===== config.mk =====
export PLATFORM = sky130hd
export DESIGN_NAME = writeline_avalon
export DESIGN_NICKNAME = d
export VERILOG_FILES = /design/src/rtl/writeline_avalon.sv
export SDC_FILE = /design/constraint.sdc
export NUM_CORES = 1
export LEC_CHECK = 0
export ABC_AREA = 1
export CAP_MARGIN = 0
export CORE_MARGIN = 3
export CORE_UTILIZATION = 42
export DETAILED_ROUTE_END_ITERATION = 12
export PLACE_DENSITY = 0.79
export REMOVE_ABC_BUFFERS = 1
export SETUP_SLACK_MARGIN = 0.2
export SLEW_MARGIN = 40
export SYNTH_ARGS = -nofsm -noshare
export SYNTH_HDL_FRONTEND = slang
export SYNTH_SLANG_ARGS = --single-unit

===== constraint.sdc =====
create_clock -name clk -period 6.1 [get_ports clk]
set_clock_uncertainty 0.15 [all_clocks]
set_input_delay 1.83 -clock clk [delete_from_list [all_inputs] [get_ports clk]]
set_output_delay 1.83 -clock clk [all_outputs]
set_load 0.01 [all_outputs]

===== src/rtl/writeline_avalon.sv =====
// writeline_avalon: responder for the writeline do/done handshake; writes one 128-bit line as four 32-bit Avalon-MM beats.
// Defining WRITELINE_STALL_COUNT_EN adds a saturating stall_count output.
module writeline_avalon #(
  parameter int BURST_MODE = 1
) (
  input  logic         clk,
  input  logic         rst,
  input  logic         writeline_do,
  output logic         writeline_done,
  input  logic [31:0]  writeline_address,
  input  logic [127:0] writeline_line,
  output logic [29:0]  avm_address,
  output logic         avm_write,
  output logic [31:0]  avm_writedata,
  output logic [3:0]   avm_byteenable,
  output logic [2:0]   avm_burstcount,
  input  logic         avm_waitrequest
`ifdef WRITELINE_STALL_COUNT_EN
  ,
  output logic [15:0]  stall_count
`endif
);

  typedef enum logic [1:0] {
    IDLE  = 2'd0,
    WRITE = 2'd1,
    DONE  = 2'd2
  } state_t;

  state_t       state;
  state_t       state_nxt;
  logic [1:0]   beat;
  logic [27:0]  line_addr;
  logic [127:0] line_data;
  logic         beat_accept;
  logic         last_beat;

  // Byte-offset bits within the line carry no information for a full-line write.
  logic unused_addr_lsbs;
  assign unused_addr_lsbs = ^writeline_address[3:0];

  function automatic logic [31:0] word_sel(input logic [127:0] line, input logic [1:0] idx);
    return line[{idx, 5'd0} +: 32];
  endfunction

  function automatic logic [29:0] beat_address(input logic [27:0] base, input logic [1:0] idx);
    if (BURST_MODE != 0)
      return {base, 2'b00};
    else
      return {base, idx};
  endfunction

  assign beat_accept = (state == WRITE) && !avm_waitrequest;
  assign last_beat   = (beat == 2'd3);

  always_ff @(posedge clk or posedge rst) begin
    if (rst)
      state <= IDLE;
    else
      state <= state_nxt;
  end

  always_comb begin
    state_nxt = state;
    case (state)
      IDLE:    if (writeline_do) state_nxt = WRITE;
      WRITE:   if (beat_accept && last_beat) state_nxt = DONE;
      DONE:    state_nxt = IDLE;
      default: state_nxt = IDLE;
    endcase
  end

  // Request capture: address/line are latched once and never re-sampled during the write.
  always_ff @(posedge clk or posedge rst) begin
    if (rst) begin
      beat      <= 2'd0;
      line_addr <= '0;
      line_data <= '0;
    end else begin
      if (state == IDLE && writeline_do) begin
        beat      <= 2'd0;
        line_addr <= writeline_address[31:4];
        line_data <= writeline_line;
      end else if (beat_accept) begin
        beat <= beat + 2'd1;
      end
    end
  end

  // Bus outputs are pure functions of registered state, so they hold steady through stalls.
  always_comb begin
    writeline_done = 1'b0;
    avm_write      = 1'b0;
    avm_address    = '0;
    avm_writedata  = '0;
    avm_byteenable = '0;
    avm_burstcount = '0;
    case (state)
      WRITE: begin
        avm_write      = 1'b1;
        avm_address    = beat_address(line_addr, beat);
        avm_writedata  = word_sel(line_data, beat);
        avm_byteenable = 4'hF;
        avm_burstcount = (BURST_MODE != 0) ? 3'd4 : 3'd1;
      end
      DONE:    writeline_done = 1'b1;
      default: ;
    endcase
  end

`ifdef WRITELINE_STALL_COUNT_EN
  always_ff @(posedge clk or posedge rst) begin
    if (rst)
      stall_count <= '0;
    else if (avm_write && avm_waitrequest && stall_count != 16'hFFFF)
      stall_count <= stall_count + 16'd1;
  end
`endif

endmodule


### Word level (Yosys, flattened, before mapping)

Index checks and enable logic that the tools add are counted.

* flip-flop bits (word level): 160
* logic and storage cells: 29

* shifts and indexed selects: 1
* reductions and logical operators: 7
* muxes and demuxes: 11
* equality and inequality tests: 5
* $add $sub $neg: 1

Operators by type and width (count)
* 128-bit by 8-bit indexed part select with 32-bit output: 1
* 32-bit two-way mux: 1
* 30-bit two-way mux: 1
* 2-bit two-way mux: 4
* 2-bit equality test (second input constant): 2
* 4-bit two-way mux: 1
* 2-bit one-hot mux with 2 select lines: 1
* 1-bit logical AND: 3
* 3-bit two-way mux: 1
* 2-bit by 1-bit adder with 2-bit output (second input constant): 1
* 2-bit by 1-bit equality test with 1-bit output (second input constant): 1
* 2-bit zero test: 1
* 1-bit two-way mux: 2
* 2-bit by 1-bit inequality test with 1-bit output (second input constant): 1
* 2-bit inequality test (second input constant): 1
* 2-bit AND reduction: 1
* 2-bit nonzero test: 1
* 1-bit zero test: 1

### Longest topological paths before layout

Gate-level depths: netlist (run 1).

* depth in word-level cells: 5
* depth in mapped cells: 6
* depth with buffers taken out: 5

### Least setup slack after synthesis (run 1)

OpenSTA, ideal clock, no wires.

* path type: register -> output
* start point: register state[1]
* end point: output port avm_writedata[29]
* cell stages (with the launch flop): 5
* buffers on the path: 1
* setup slack: 2887 ps
* data arrival time: 1233 ps
* data required time: 4120 ps
* path through: dfrtp_1 > nor2_2 > inv_2 > clkbuf_1 > a21oi_1

* cells in the longest elaborated chain, start to end: 2

RTL lines
* start, declared: line 30 `state_t state;`
* start signal, assigned: line 60 `state <= state_nxt;`
* 2-bit by 1-bit equality test with 1-bit output: line 98 `case (state)`
* 32-bit two-way mux: line 98
* end, declared: line 14 `output logic [31:0] avm_writedata,`

No other way between the ends.

### Worst setup path after layout (run 1)

* start point: register state[1]
* end point: output port avm_writedata[20]

The elaborated chain is that of the path after synthesis.

==> results of run 1 <==
## flip-flops by register name (all words and copies together) (netlist names)
register / cells
state: 2
line_addr: 28
beat: 2
line_data: 128
## synthesized netlist by cell type
cell type	n	area share, %
nand3_1	67	4.5
ha_1	1	0.17
o21ai_0	2	0.13
conb_1	1	0.050
buf_4	19	1.9
dfrtp_1	160	53
clkbuf_1	22	1.1
nand3_4	1	0.23
nor2_1	186	9.3
inv_1	160	8.0
nand2_1	131	6.6
a21oi_1	188	13
buf_2	27	1.8
nor2_2	1	0.083
buf_1	1	0.050
inv_2	4	0.20
## worst reg2reg max path, cell delays in order, from the launching register on
cell and delay (ns):
dfrtp_2 0.38, buf_4 0.65, ha_1 0.27, inv_1 0.05, o21ai_0 0.15, nand2_1 0.07
## area by class of cell
cell class / instances / area, um^2 / share of cell area [%]
multi-input combinational: 581 / 2530 / 24.2
timing repair buffer: 238 / 2410 / 23.1
inverter: 164 / 623 / 5.95
clock inverter: 11 / 155 / 1.48
sequential: 160 / 4010 / 38.3
clock buffer: 20 / 457 / 4.36
tap: 225 / 282 / 2.69
## worst max-delay path by stage
stage,end,slack (ns),depth (start not counted),start
after floorplan,beat[0],-0.20,1,rst
after detailed placement,avm_writedata[20],1.79,6,state[0]
final,avm_writedata[20],1.41,5,state[1]
after global routing,avm_writedata[20],1.13,6,state[0]
after CTS,avm_writedata[20],1.32,6,state[0]
after global placement,avm_writedata[20],1.82,5,state[1]
## power by group through the flow
stage	combinational [mW]	sequential, mW	clock [mW]
after floorplan	1.42	1.72	0
after global placement	2.58	1.68	0
after detailed placement	2.65	1.70	0
after CTS	2.66	1.68	1.13
after global routing	2.95	1.72	1.17
final	2.63	1.68	1.10
## logic make-up after synthesis
logic type | Yosys count
fa+ha+maj | 1
compound gates | 190
other cells | 1
simple gates | 386
flops | 160
buf+inv | 233
## metrics by stage
stage          power (mW)  TNS, ns  hold WS [ns]  std cells
3_5_place_dp         4.35        0         0.350       1368
3_3_place_gp         4.25        0         0.339       1366
6_report             5.42        0         0.358       1399
2_1_floorplan        3.15   -31.99         0.331        905
4_1_cts              5.47        0         0.364       1399
5_1_grt              5.85        0         0.377       1399
## metal layers
layer	part of all wire, %	up-vias
met5	0	-
met4	1.4	0
met3	7.5	21
met2	47	199
met1	44	3122
li1	-	3342
==> summary.md, run 1 <==
| Metric | Value |
|---|---|
| Power Dens Cells | `between 500 and 600 nW/um^2` |
| Worst Hold Class | `reg2reg` |
| Comb power frac | `48.6%` |
| Iter 0 DRT Violations | `approximately 330` |
| Vias in the first global route | `about 6,500` |
| RSZ-0062 raised after global routing | `no` |
| Reg2Reg Depth | `5` |
| Period utilisation layout | `about three quarters` |
| Syn avg cell area | `7.72 um^2` |
| Pins Over Slew Limit | `0` |
| Row Count | `48` |
| Routed wire per std cell | `14.1 um` |
| Max Freq | `approximately 210 MHz` |
| Crit-path cells | `nor2_2 -> inv_2 -> buf_4 -> a21oi_1 -> clkdlybuf4s50_1` |
| Outcome | `completed` |
| Chip Width | `around 140 um` |
| Synth Register Bits | `between 150 and 200` |
| Vias | `around 6,700` |
| Most common cell after layout, fill and taps aside | `clkdlybuf4s50_1` |
| Top-level port count | `between 200 and 250` |
| Buffers on Ports | `roughly 230` |
| Area Growth Syn to Fin | `39.5%` |
| Core Region | `17,400 um^2` |
| Critical path class | `reg2out` |
| Hold path startpoint | `line_data[39]` |
| Nets@finish | `around 1,300` |
| CP Max Fanout | `38` |
| CTS Hold Bufs | `0` |
| Max-slew headroom | `~47%` |
| Lkg Pwr | `5.16 nW` |
| Gr busiest metal | `met2` |
| CTS root buf | `clkbuf_16` |
| Post_cts resized | `0` |
| Post-synthesis xor/xnor area fraction | `0%` |
| Via-to-Cell Ratio | `around 4.8` |
| CP peak stage delay | `about 0.60 ns` |
| Sw power | `2.03 mW` |
| Final Critical Period | `4.69 ns` |
| Critical path startpoint category | `flip-flop` |
| Met1 usage | `26.9%` |
| Routed wire length | `19.8 mm` |
| Area after DPL | `~9900 um^2` |
| # DRC | `0` |
| Max clock buf depth | `2` |
| Worst Path Required | `between 4 and 5 ns` |
| CP top delay family | `buffers and inverters` |
| Synth Area in Adders | `0.167%` |
| Yosys Warn Count | `0` |
| GR Overflow Total | `0` |
| Die Height | `140 um` |
| Starting density of the core | `a little over two fifths` |
| Count of final setup violators | `0` |
| Reg2reg setup slack | `4.26 ns` |
| Core Util, Final | `between 60% and 70%` |
| Sequential power share | `between 30% and 40%` |
| Setup crit end kind | `primary output` |
| Number of detailed-route iterations in the first pass | `7` |
| CTS tree | `built` |
| Pre-CTS WS | `around 1.8 ns` |
| Synth cell types | `16` |
| Switch share | `37.5%` |
| Filler cells | `1,544` |
| Hold path cells | `2` |
| Simple-Gate Fraction of Synth Area | `20.7%` |
| Post-synthesis mux area share | `0%` |
| Clock H-tree levels | `4` |
| Num CTS Buffers | `17` |
| Post-route ant nets | `0` |
| Clk_lat worst skew | `a little over 0.4 ns` |
| DP Wirelength | `between 10 and 15 mm` |
| Reg2reg end | `state[0]` |
| Overall routing resource usage | `20.3%` |
| Met3 usage in global routing | `5.74%` |
| Initial antenna violation count | `0` |
| # Post-CTS Setup Buffers | `0` |
| Placer congestion estimate | `just under 0.8` |
| Share of cells above drive strength 1 | `under 10%` |
| Post-Synthesis Cells | `971` |
| Clk pin slew, worst setup/hold paths | `roughly 0.07 ns` |
| CP bufs+invs | `3` |
| N_diodes | `0` |
| Hold path endpoint | `line_data[39]` |
| CP max-delay cell | `clkdlybuf4s50_1` |
| Synthesized area | `between 7000 and 8000 um^2` |
| IR drop worst, VDD | `about 280 uV` |
| Fin. Hold Viols | `0` |
| Internal power | `between 3 and 4 mW` |
| Maximum number of pins on one net before global-route repair | `between 90 and 100` |
| Setup ws final | `about 1.4 ns` |
| Met2 Usage GRT | `approximately 33%` |
| Worst-Margin Slew | `0.800 ns` |
| DIE AREA | `approximately 19,000 um^2` |
| Main combinational cell family by area after synthesis | `simple AND/OR/NAND/NOR gates` |
| Clock power frac | `between 20 and 25%` |
| Synth Area in Compound Gates | `between 10% and 20%` |
| Commonest non-fill, non-tap cells in the layout | `clkdlybuf4s50_1 (226), a21oi_1 (188), nor2_1 (186)` |
| CP Data Arrival Time | `2.71 ns` |
| Post-route cell area | `around 10,000 um^2` |
| Max-Cap Viols | `0` |
| FF-to-FF Start | `beat[0]` |
| CTS Sinks | `160` |
| Post-synthesis sequential area ratio | `a little over half` |
| Global-route wire length before repair | `between 30 and 40 mm` |
No activity file was read; power rests on OpenSTA's default activity.
==> run 2: changes to the inputs <==
==> constraint.sdc (replaced) <==
create_clock -name clk -period 3.9 [get_ports clk]
set_clock_uncertainty 0.15 [all_clocks]
set_input_delay 1.17 -clock clk [delete_from_list [all_inputs] [get_ports clk]]
set_output_delay 1.17 -clock clk [all_outputs]
set_load 0.01 [all_outputs]
==> run 2 against run 1 <==
Against the previous run: global-route usage fell by 0.31 points; wire length decreased by 0.49%; first-iteration DRC count rose by 7.6%; largest cell class unchanged; highest routed layer unchanged.
==> summary.md, run 2 (synthesized netlist as in run 1, its figures left out) <==
| Metric | Value |
|---|---|
| Outcome | `completed` |
| DP Wirelength | `approximately 13 mm` |
| Pins Over Slew Limit | `0` |
| Clk pin slew, worst setup/hold paths | `around 0.07 ns` |
| Clock power frac | `between 20% and 30%` |
| Met3 usage in global routing | `approximately 5.9%` |
| Commonest non-fill, non-tap cells in the layout | `clkdlybuf4s50_1 (226), a21oi_1 (188), nor2_1 (186)` |
| Crit-path cells | `inv_1 -> buf_4 -> nand3_1 -> a21oi_1 -> clkdlybuf4s50_1` |
| IR drop worst, VDD | `around 460 uV` |
| Met2 Usage GRT | `between 30% and 40%` |
| Overall routing resource usage | `around 20%` |
| Hold path cells | `2` |
| Worst Path Required | `2.58 ns` |
| Post-route ant nets | `0` |
| Fin. Hold Viols | `0` |
| Area Growth Syn to Fin | `40.4%` |
| Chip Width | `approximately 140 um` |
| Critical path class | `reg2out` |
| Via-to-Cell Ratio | `roughly 4.8` |
| Minimum hold slack | `roughly 0.36 ns` |
| CP top delay family | `buffers and inverters` |
| FF-to-FF Start | `state[1]` |
| Buffers on Ports | `226` |
| Comb power frac | `between 40% and 50%` |
| Max clock buf depth | `2` |
| Die Height | `140 um` |
| Max FFs per register | `between 100 and 150` |
| DIE AREA | `between 15,000 and 20,000 um^2` |
| Worst Hold Class | `reg2reg` |
| Switch share | `between 30 and 40%` |
| Starting density of the core | `between 40% and 50%` |
| Most common cell after layout, fill and taps aside | `clkdlybuf4s50_1` |
| Count of final setup violators | `0` |
| CTS Hold Bufs | `0` |
| Row Count | `48` |
| Most flops, register | `line_data` |
| CTS root buf | `clkbuf_16` |
| CP bufs+invs | `3` |
| Met1 usage | `between 20% and 30%` |
| Stages on worst setup path | `5` |
| Setup crit end kind | `primary output` |
| CP Max Fanout | `19` |
| Non-Filler Instances | `~1,400` |
| Placer congestion estimate | `around 0.8` |
| Placed cell count | `between 1,000 and 1,500` |
| Reg2Reg Depth | `5` |
| Clock H-tree levels | `4` |
| Nets@finish | `around 1,300` |
| Period utilisation layout | `roughly nine tenths` |
| Clk_lat worst skew | `0.41 ns` |
| # DRC | `0` |
| Hold path endpoint | `line_data[96]` |
| Setup TNS | `0 ns` |
| Tot Pwr | `~8.6 mW` |
| Core Util, Final | `about 60%` |
| Gr busiest metal | `met2` |
| Max-slew headroom | `about three fifths` |
| CP Data Arrival Time | `~2.2 ns` |
| Max-Cap Viols | `0` |
| Largest registers | `line_data: 128 flops, line_addr: 28 flops` |
| Number of detailed-route iterations in the first pass | `5` |
| Top-level port count | `around 240` |
| Iter 0 DRT Violations | `approximately 360` |
| Vias in the first global route | `between 6,000 and 7,000` |
| Hold path startpoint | `line_data[96]` |
| Max Freq | `approximately 280 MHz` |
| Worst-Margin Slew | `roughly 0.6 ns` |
| CP peak stage delay | `approximately 0.60 ns` |
| Final Critical Period | `~3.6 ns` |
| Reg2reg end | `line_addr[5]` |
| Vias | `approximately 6,700` |
| Share of cells above drive strength 1 | `roughly 4.7%` |
| Reg2reg setup slack | `2.17 ns` |
| N_diodes | `0` |
| Routed wire per std cell | `14.0 um` |
| Num CTS Buffers | `17` |
| Maximum number of pins on one net before global-route repair | `115` |
| Sequential power share | `30.7%` |
| Sw power | `between 3 and 4 mW` |
| Global-route wire length before repair | `~32 mm` |
| RSZ-0062 raised after global routing | `no` |
| Filler cells | `1,548` |
| CTS tree | `built` |
| CP max-delay cell | `clkdlybuf4s50_1` |
| Core Region | `between 15,000 and 20,000 um^2` |
| Power Dens Cells | `814 nW/um^2` |
| GR Overflow Total | `0` |
| CTS Sinks | `160` |
| Internal power | `5.39 mW` |
| Initial antenna violation count | `0` |
| Lkg Pwr | `around 5.2 nW` |
| Critical path startpoint category | `flip-flop` |
| Routed wire length | `approximately 20 mm` |
run 2: cell count changes in the layout (fill, tap and decap cells not counted):
| cell | before | now |
|---|---|---|
| buf_6 | 0 | 2 |
| buf_4 | 7 | 8 |
| bufinv_16 | 3 | 4 |
| clkinv_1 | 1 | 0 |
| clkinv_2 | 1 | 2 |
| clkinv_4 | 4 | 3 |
| inv_1 | 158 | 159 |
| nor2_2 | 1 | 0 |
| nor2_4 | 0 | 1 |
run 2: repair_timing:
action / CTS / global route
pin swaps: 0 / 1
setup buffers: 0 / 1
gates resized for setup: 1 / 4
endpoints found under the setup margin: 47 / 23
run 2: how the worst max path moves through the flow:
stage / slack, ns / to / startpoint
after global placement: 0.57 / avm_writedata[7] / state[1]
after global routing: 0.25 / avm_writedata[20] / beat[1]
final: 0.35 / avm_writedata[20] / beat[1]
after CTS: 0.22 / avm_writedata[7] / state[1]
after floorplan: -1.74 / beat[0] / rst
after detailed placement: 0.55 / avm_writedata[7] / state[1]
run 2: through the flow:
step | cell area (um^2) | worst slack [ns]
after floorplan | 7150 | -1.74
after global placement | 9870 | 0.569
after detailed placement | 9870 | 0.551
after CTS | 10500 | 0.224
after global routing | 10500 | 0.254
final | 10500 | 0.347
run 2: layout make-up:
type / instances / area [um^2] / area share (%)
clock buffers: 20 / 457 / 4.34
flip-flops and latches: 160 / 4010 / 38.1
multi-input cells: 581 / 2530 / 24.1
inverters: 164 / 623 / 5.92
clock inverters: 12 / 181 / 1.72
well taps: 225 / 282 / 2.67
repair buffers: 241 / 2440 / 23.2
run 2: worst min-delay path, cell delays in order, from the launching register on:
cell and delay [ns]:
dfrtp_1 0.32, inv_1 0.05, a21oi_1 0.10
run 2: metal layers:
layer	up-vias	share of wire, %
met5	-	0
met4	0	1.5
met3	25	7.3
met2	218	49
met1	3123	43
li1	3344	-
run 2: power by group through the flow:
stage	logic (mW)	registers, mW	clock network, mW
detailed placement	4.14	2.66	0
global route	4.64	2.70	1.90
floorplan	2.22	2.70	0
CTS	4.18	2.63	1.83
finish	4.16	2.63	1.79
global placement	4.06	2.63	0
